$ cat config.mk
export PLATFORM = sky130hd
export DESIGN_NAME = gate_lamp_event_multi
export DESIGN_NICKNAME = d
export VERILOG_FILES = /design/src/rtl/gate_lamp_event_multi.sv
export SDC_FILE = /design/constraint.sdc
export NUM_CORES = 1
export LEC_CHECK = 0
export CORE_MARGIN = 2
export CORE_UTILIZATION = 53
export DETAILED_ROUTE_END_ITERATION = 8
export DONT_BUFFER_PORTS = 1
export PLACE_DENSITY = 0.82
export SYNTH_ARGS = -nofsm -noshare
export SYNTH_HDL_FRONTEND = slang
export SYNTH_SLANG_ARGS = --single-unit
export TNS_END_PERCENT = 100
$ cat constraint.sdc
create_clock -name clk -period 2.61 [get_ports clk]
set_input_delay 0.522 -clock clk [delete_from_list [all_inputs] [get_ports clk]]
set_output_delay 0.522 -clock clk [all_outputs]
set_load 0.005 [all_outputs]
$ cat src/rtl/gate_lamp_event_multi.sv
// Toggle lamps evaluated by a run-time selectable gate; each change of the gate
// result is queued in a saturating counter and replayed as spaced output pulses.
module gate_lamp_event_multi #(
  parameter int INPUT_COUNT   = 2,
  parameter int OUTPUT_COUNT  = 2,
  parameter int PENDING_WIDTH = 4
) (
  input  logic                     clk,
  input  logic                     logic_reset,
  input  logic [2:0]               mode,
  input  logic [INPUT_COUNT-1:0]   trig,
  output logic [OUTPUT_COUNT-1:0]  out,
  output logic [INPUT_COUNT-1:0]   lamps,
  output logic                     result,
  output logic [PENDING_WIDTH-1:0] pending,
  output logic                     overflow
);

  typedef enum logic [1:0] {S_IDLE, S_PULSE, S_GAP} state_t;

  localparam logic [PENDING_WIDTH-1:0] PEND_MAX = {PENDING_WIDTH{1'b1}};

  state_t                   state_q, state_d;
  logic [INPUT_COUNT-1:0]   lamps_q, lamps_d;
  logic [PENDING_WIDTH-1:0] pending_q, pending_d;
  logic [OUTPUT_COUNT-1:0]  out_q, out_d;
  logic                     result_q, result_d;
  logic                     primed_q, primed_d;
  logic                     overflow_q, overflow_d;
  logic                     f, inc, dec;

  always_comb begin
    f = 1'b0;
    case (mode)
      3'd0:    f = &lamps_q;
      3'd1:    f = |lamps_q;
      3'd2:    f = ^lamps_q;
      3'd3:    f = ~(&lamps_q);
      3'd4:    f = ~(|lamps_q);
      3'd5:    f = ~(^lamps_q);
      default: f = 1'b0;
    endcase
  end

  // The priming edge only loads the result, so inverting gates on all-zero
  // lamps do not fire an event straight out of reset.
  assign inc = primed_q && (f != result_q);
  assign dec = (state_q == S_IDLE) && ((pending_q != '0) || inc);

  always_comb begin
    lamps_d    = lamps_q ^ trig;
    result_d   = f;
    primed_d   = 1'b1;
    pending_d  = pending_q;
    overflow_d = overflow_q;
    if (inc && !dec) begin
      if (pending_q == PEND_MAX) overflow_d = 1'b1;
      else                       pending_d  = pending_q + PENDING_WIDTH'(1);
    end else if (dec && !inc) begin
      pending_d = pending_q - PENDING_WIDTH'(1);
    end

    state_d = state_q;
    case (state_q)
      S_IDLE:  if (dec) state_d = S_PULSE;
      S_PULSE: state_d = S_GAP;
      S_GAP:   state_d = S_IDLE;
      default: state_d = S_IDLE;
    endcase
    out_d = {OUTPUT_COUNT{state_d == S_PULSE}};
  end

  always_ff @(posedge clk or posedge logic_reset) begin
    if (logic_reset) begin
      state_q    <= S_IDLE;
      lamps_q    <= '0;
      pending_q  <= '0;
      out_q      <= '0;
      result_q   <= 1'b0;
      primed_q   <= 1'b0;
      overflow_q <= 1'b0;
    end else begin
      state_q    <= state_d;
      lamps_q    <= lamps_d;
      pending_q  <= pending_d;
      out_q      <= out_d;
      result_q   <= result_d;
      primed_q   <= primed_d;
      overflow_q <= overflow_d;
    end
  end

  assign out      = out_q;
  assign lamps    = lamps_q;
  assign result   = result_q;
  assign pending  = pending_q;
  assign overflow = overflow_q;

endmodule

After elaboration in Yosys (flattened, before gate mapping)
Cells that the tools add are included.
{ "word_totals": {"output_inout_bits": 10, "wordCells": 45, "regBits": 12, "in_bits": 7} }
{ "classes": {"mux": 6, "n_reduce_logical": 16, "bitwise_logic": 4, "n_addsub": 2, "eq_ne": 10} }
{ "ops": {"columns": ["cell", "n"], "rows": [
  ["$mux W4", 3],
  ["$eq A3 B2 Y1 const B", 2],
  ["$eq A3 B3 Y1 const B", 2],
  ["$pmux W1 S6", 1],
  ["$reduce_and A2 Y1", 3],
  ["$add A4 B1 Y4 const B", 1],
  ["$eq A2 B1 Y1 const B", 2],
  ["$eq A4 B4 Y1 const B", 1],
  ["$logic_and A1 B1 Y1", 4],
  ["$pmux W2 S2", 1],
  ["$reduce_bool A4 Y1", 1],
  ["$sub A4 B1 Y4 const B", 1],
  ["$eq A3 B1 Y1 const B", 1],
  ["$logic_not A3 Y1", 1],
  ["$not A1 Y1", 3],
  ["$logic_not A1 Y1", 2],
  ["$logic_not A2 Y1", 1],
  ["$mux W2", 1],
  ["$ne A2 B2 Y1 const B", 1],
  ["$reduce_bool A2 Y1", 1],
  ["$reduce_or A2 Y1", 1],
  ["$reduce_xor A2 Y1", 1],
  ["$xor A2 B2 Y2", 1],
  ["$logic_or A1 B1 Y1", 1],
  ["$ne A1 B1 Y1", 1]
]} }

Depth between registers and ports, before layout
{ "logic_depth": {"word_depth": 11, "ltp_mapped": 12} }

Worst setup path before layout
Ideal clock, no wire load.
{ "synth_timing": {"path_type": "register to register", "from": "register lamps_q[0] (netlist: lamps[0])", "to": "register pending_q[3] (netlist: pending[3])", "arrival_ns": 2.804, "required_time_ns": 2.486, "path_slack_ns": -0.319, "setup_time_ns": 0.124, "n_path_buf": 0, "stages_incl_launch_ff": 13, "path_cell_list": "dfrtp_1 -> inv_1 -> ha_1 -> nand2b_1 -> a211o_1 -> a311o_2 -> and2_1 -> ha_1 -> a21o_1 -> a21oi_1 -> nand3_1 -> a2bb2o_2 -> xnor2_1"} }
{ "synth_between": {"elab_chain_cells": 11, "elab_cells_between_ends": 19} }
{ "synth_rtl": {"columns": ["item", "line", "text"], "rows": [
  ["start: declaration", "24", "logic [INPUT_COUNT-1:0] lamps_q, lamps_d;"],
  ["start signal: assignment", "84", "lamps_q <= lamps_d;"],
  ["$reduce_xor A2 Y1 (tied with other cells)", "37, 40", null],
  ["$not A1 Y1 (on tied branches)", "40, 38, 39", null],
  ["$pmux W1 S6 (*)", "34", "case (mode)"],
  ["$ne A1 B1 Y1 (*)", "47", "assign inc = primed_q && (f != result_q);"],
  ["$logic_and A1 B1 Y1 (*)", "47", null],
  ["$logic_or A1 B1 Y1", "48", "assign dec = (state_q == S_IDLE) && ((pending_q != '0) || inc);"],
  ["$logic_and A1 B1 Y1", "48", null],
  ["$logic_not A1 Y1", "56", "if (inc && !dec) begin"],
  ["$logic_and A1 B1 Y1", "56", null],
  ["$ne A2 B2 Y1 (no line) or $reduce_bool A2 Y1 (tied branches)", null, null],
  ["$reduce_and A2 Y1 (no line)", null, null],
  ["end signal: assignment", "85", "pending_q <= pending_d;"],
  ["end: declaration", "25", "logic [PENDING_WIDTH-1:0] pending_q, pending_d;"]
]} }
Mark *: on every way between the ends. The rest lies on a longest branch, timed or not.
A chain may end at the register's enable or synchronous reset.

Worst setup path after layout
Same ends and word-level chain as after synthesis.

==> reports/metrics.csv <==
metric,value,unit
run status,"finished, violations left",
failing checks,setup timing,
num ports,17,
reg-to-reg critical path endpoint,pending[3],
Global Route Usage Sum,22.0,%
starting density of the core,55.4,%
leak pwr,0.386,nW
end point of the critical path,pending[3],
Core Footprint,1280,um^2
global-route wire length before repair,2210,um
vias in the first global route,526,
I/O Buffers,0,
post-route fraction of the period consumed by the critical path,100,%
post-synthesis sequential element count,12,
final core utilization,66.9,%
overall die area,1650,um^2
Synth area leader,dfrtp_1,
highest attainable clock frequency,382,MHz
type of destination of the critical path,register,
clock latency of the later-clocked register in the worst-skew pair,270,ps
worst setup slack for register-to-register paths,-5,ps
internal power,684,uW
vertical die dimension,40.7,um
Worst Clk Skew,3.00,ps
cell at the root of the clock tree,clkbuf_4,
initial drt markers,10,
max-capacitance violation count,0,
switching power of the nets,449,uW
vias per inst,6.13,
number of buffers added by the clock tree synthesis step,3,
Crit Path Category,register to register,
CTS tree,built,
placer congestion estimate,0.758,
portion of total power attributed to the clock network,10.1,%
initial antenna violation count,0,
post-CTS clock slew at the launch and capture registers of the worst setup and hold paths,70,ps
number of enable flip-flop cells after synthesis,0,
Power Density,1320,nW/um^2
number of pins exceeding their max-slew limit in the final report,0,
fraction of layout instances using a drive strength above 1,29.5,%
setup repair after global routing missed its margin,yes,
count of clock tree sinks,12,
accumulated negative setup slack,-4.64,ps
post-placement worst setup slack,-32.1,ps
number of rows in the core area,13,
Final Hold Violating Endpoints,0,
Area Growth Syn to Fin,20.7,%
Die X-Extent,40.7,um
final setup violation count,1,
synth warn,0,
critical path data required time,2770,ps
biggest area contributors in the synthesized netlist,"dfrtp_1 (42%), ha_1 (7.0%), xor2_1 (3.7%), nor4bb_4 (3.5%), inv_1 (3.2%)",
total number of vias,570,
"Hold-fix buffers, CTS",0,
syn avg cell area,10.6,um^2
final worst hold slack,140,ps
Crit. Startpoint,lamps[0],
Reg-to-Reg Start,lamps[0],
DP Wirelength,1040,um
maximum vdd ir drop,0.000615,V
length of the first detailed-routing pass in iterations,4,
min Tclk post-route,2610,ps
post-synthesis sequential area ratio,42.2,%
async set-reset flop share out of synthesis,100,%
final worst setup slack,-4.64,ps
GRT Residual Overflow,0,
remaining number of nets flagged by the antenna check after routing,0,
hold crit path type,input port to asynchronous set/reset pin,
Startpoint Class,register,
sequential fraction of design power,33.6,%
number of cells on the worst reg-to-reg path,12,
area fraction of the dominant cell type after synthesis,42.2,%
Post-Synthesis Cell Area,712,um^2
Longest Clk Path Bufs,2,
Comb pwr share,56.3,%
Switching Share,39.6,%
final routed DRC violation total,0,
post-synthesis instance total,67,
pin count of the biggest net entering global routing,13,
net count reported at finish,92,
post-DR wirelength/cell,15.4,um
final wirelength,1430,um
most frequently used flop master after synthesis,dfrtp_1,
maximum net fanout on the critical path,3,
antenna diode count,0,
count of H-tree levels built during CTS,1,
arrival time at the worst endpoint,2770,ps
number of distinct library cell variants in the gate-level netlist after synthesis,32,
Synth Net Count,79,
[synth_stat cells, types with 2 or more instances]
master and n:
a21boi_0 2, a21o_1 2, a21oi_1 2, dfrtp_1 12, ha_1 4, inv_1 6, nand2_1 3, nand2b_1 3
nand3_1 3, nand4_1 3, nor2_1 2, nor3_1 2, xnor2_1 2, xor2_1 3
[sequential cells by signal (all words and copies together), names as in the netlist]
name      flops
out           1
overflow      1
state_q       2
result        1
pending       4
primed_q      1
lamps         2
[how the worst min path moves through the flow]
| stage | slack (ps) | depth (start not counted) | end |
|---|---|---|---|
| final | 140 | 1 | primed_q |
| after global routing | 170 | 1 | pending[3] |
| after CTS | 150 | 1 | pending[3] |
| after detailed placement | 450 | 1 | overflow |
| after global placement | 440 | 1 | out[0] |
| after floorplan | 390 | 1 | lamps[0] |
[critical path, stage by stage, from the launching register on]
cell,delay (ps)
dfrtp_1,380
inv_1,80
ha_4,200
nand2b_1,140
a211o_1,270
a311o_2,330
and2_4,160
ha_4,200
a21o_1,160
a21oi_2,140
nand3_1,100
a2bb2o_4,210
xnor2_1,110
[timing repair]
action                     in CTS  in global routing
pin swaps                       3                  2
resized for setup               0                  3
setup buffers                   0                  2
setup endpoints to repair       1                  2
[cells by family after synthesis]
group	after synthesis	synth area share [%]
xor+xnor	5	6.15
other cells	1	0.527
mux	1	2.11
buf+inv	7	4.22
simple gates	21	18.8
fa+ha+maj	5	9.84
flops	12	42.2
compound gates	15	16.2
[cell type report]
class                   count  area (um^2)
clock buffers               3         22.5
multi-input cells          48          428
inverters                   6         22.5
fillers                    90          425
flip-flops and latches     12          300
repair buffers              9         67.6
well taps                  15         18.8
[power groups by stage]
stage          logic, mW  registers [mW]  clock network [mW]
6_report           0.638           0.381               0.115
4_1_cts            0.606           0.381               0.115
2_1_floorplan      0.457           0.368                   0
3_3_place_gp       0.564           0.376                   0
3_5_place_dp       0.596           0.383                   0
5_1_grt            0.701           0.396               0.128
[routing by layer]
metal | vias to the layer above | part of all wire, % | GRT usage [%]
met1 | 284 | 40 | 23.6
met5 | - | 0 | 0
li1 | 260 | - | -
met3 | 7 | 4.2 | 5.98
met2 | 19 | 51 | 36.1
met4 | 0 | 4.8 | 17.5
[layout by cell type, fill, tap and decap left out]
cell        n
dfrtp_1    12
buf_4       9
inv_1       5
nand4_1     3
nand2_1     3
nand2b_1    3
nand3_1     3
xor2_1      3
clkbuf_4    3
nor2_1      2
xnor2_1     2
nor3_1      2
a21boi_0    2
a21o_1      2
ha_4        2
ha_1        2
o21ai_0     1
o211ai_1    1
o2111ai_2   1
a211o_1     1
a31o_1      1
nor4bb_4    1
nor4_1      1
a31oi_1     1
or2_4       1
a21oi_1     1
a311o_2     1
and2_4      1
o21bai_1    1
nor2b_1     1
inv_2       1
a21oi_2     1
a2bb2o_4    1
mux2_4      1
fa_1        1
conb_1      1
[through the flow]
stage          cells  area [um^2]  total power, mW
2_1_floorplan     67          739            0.826
3_3_place_gp      88          803            0.940
3_5_place_dp      88          803            0.979
4_1_cts           91          826             1.10
5_1_grt           93          860             1.23
6_report          93          860             1.13
(Power assumes the default switching activity.)
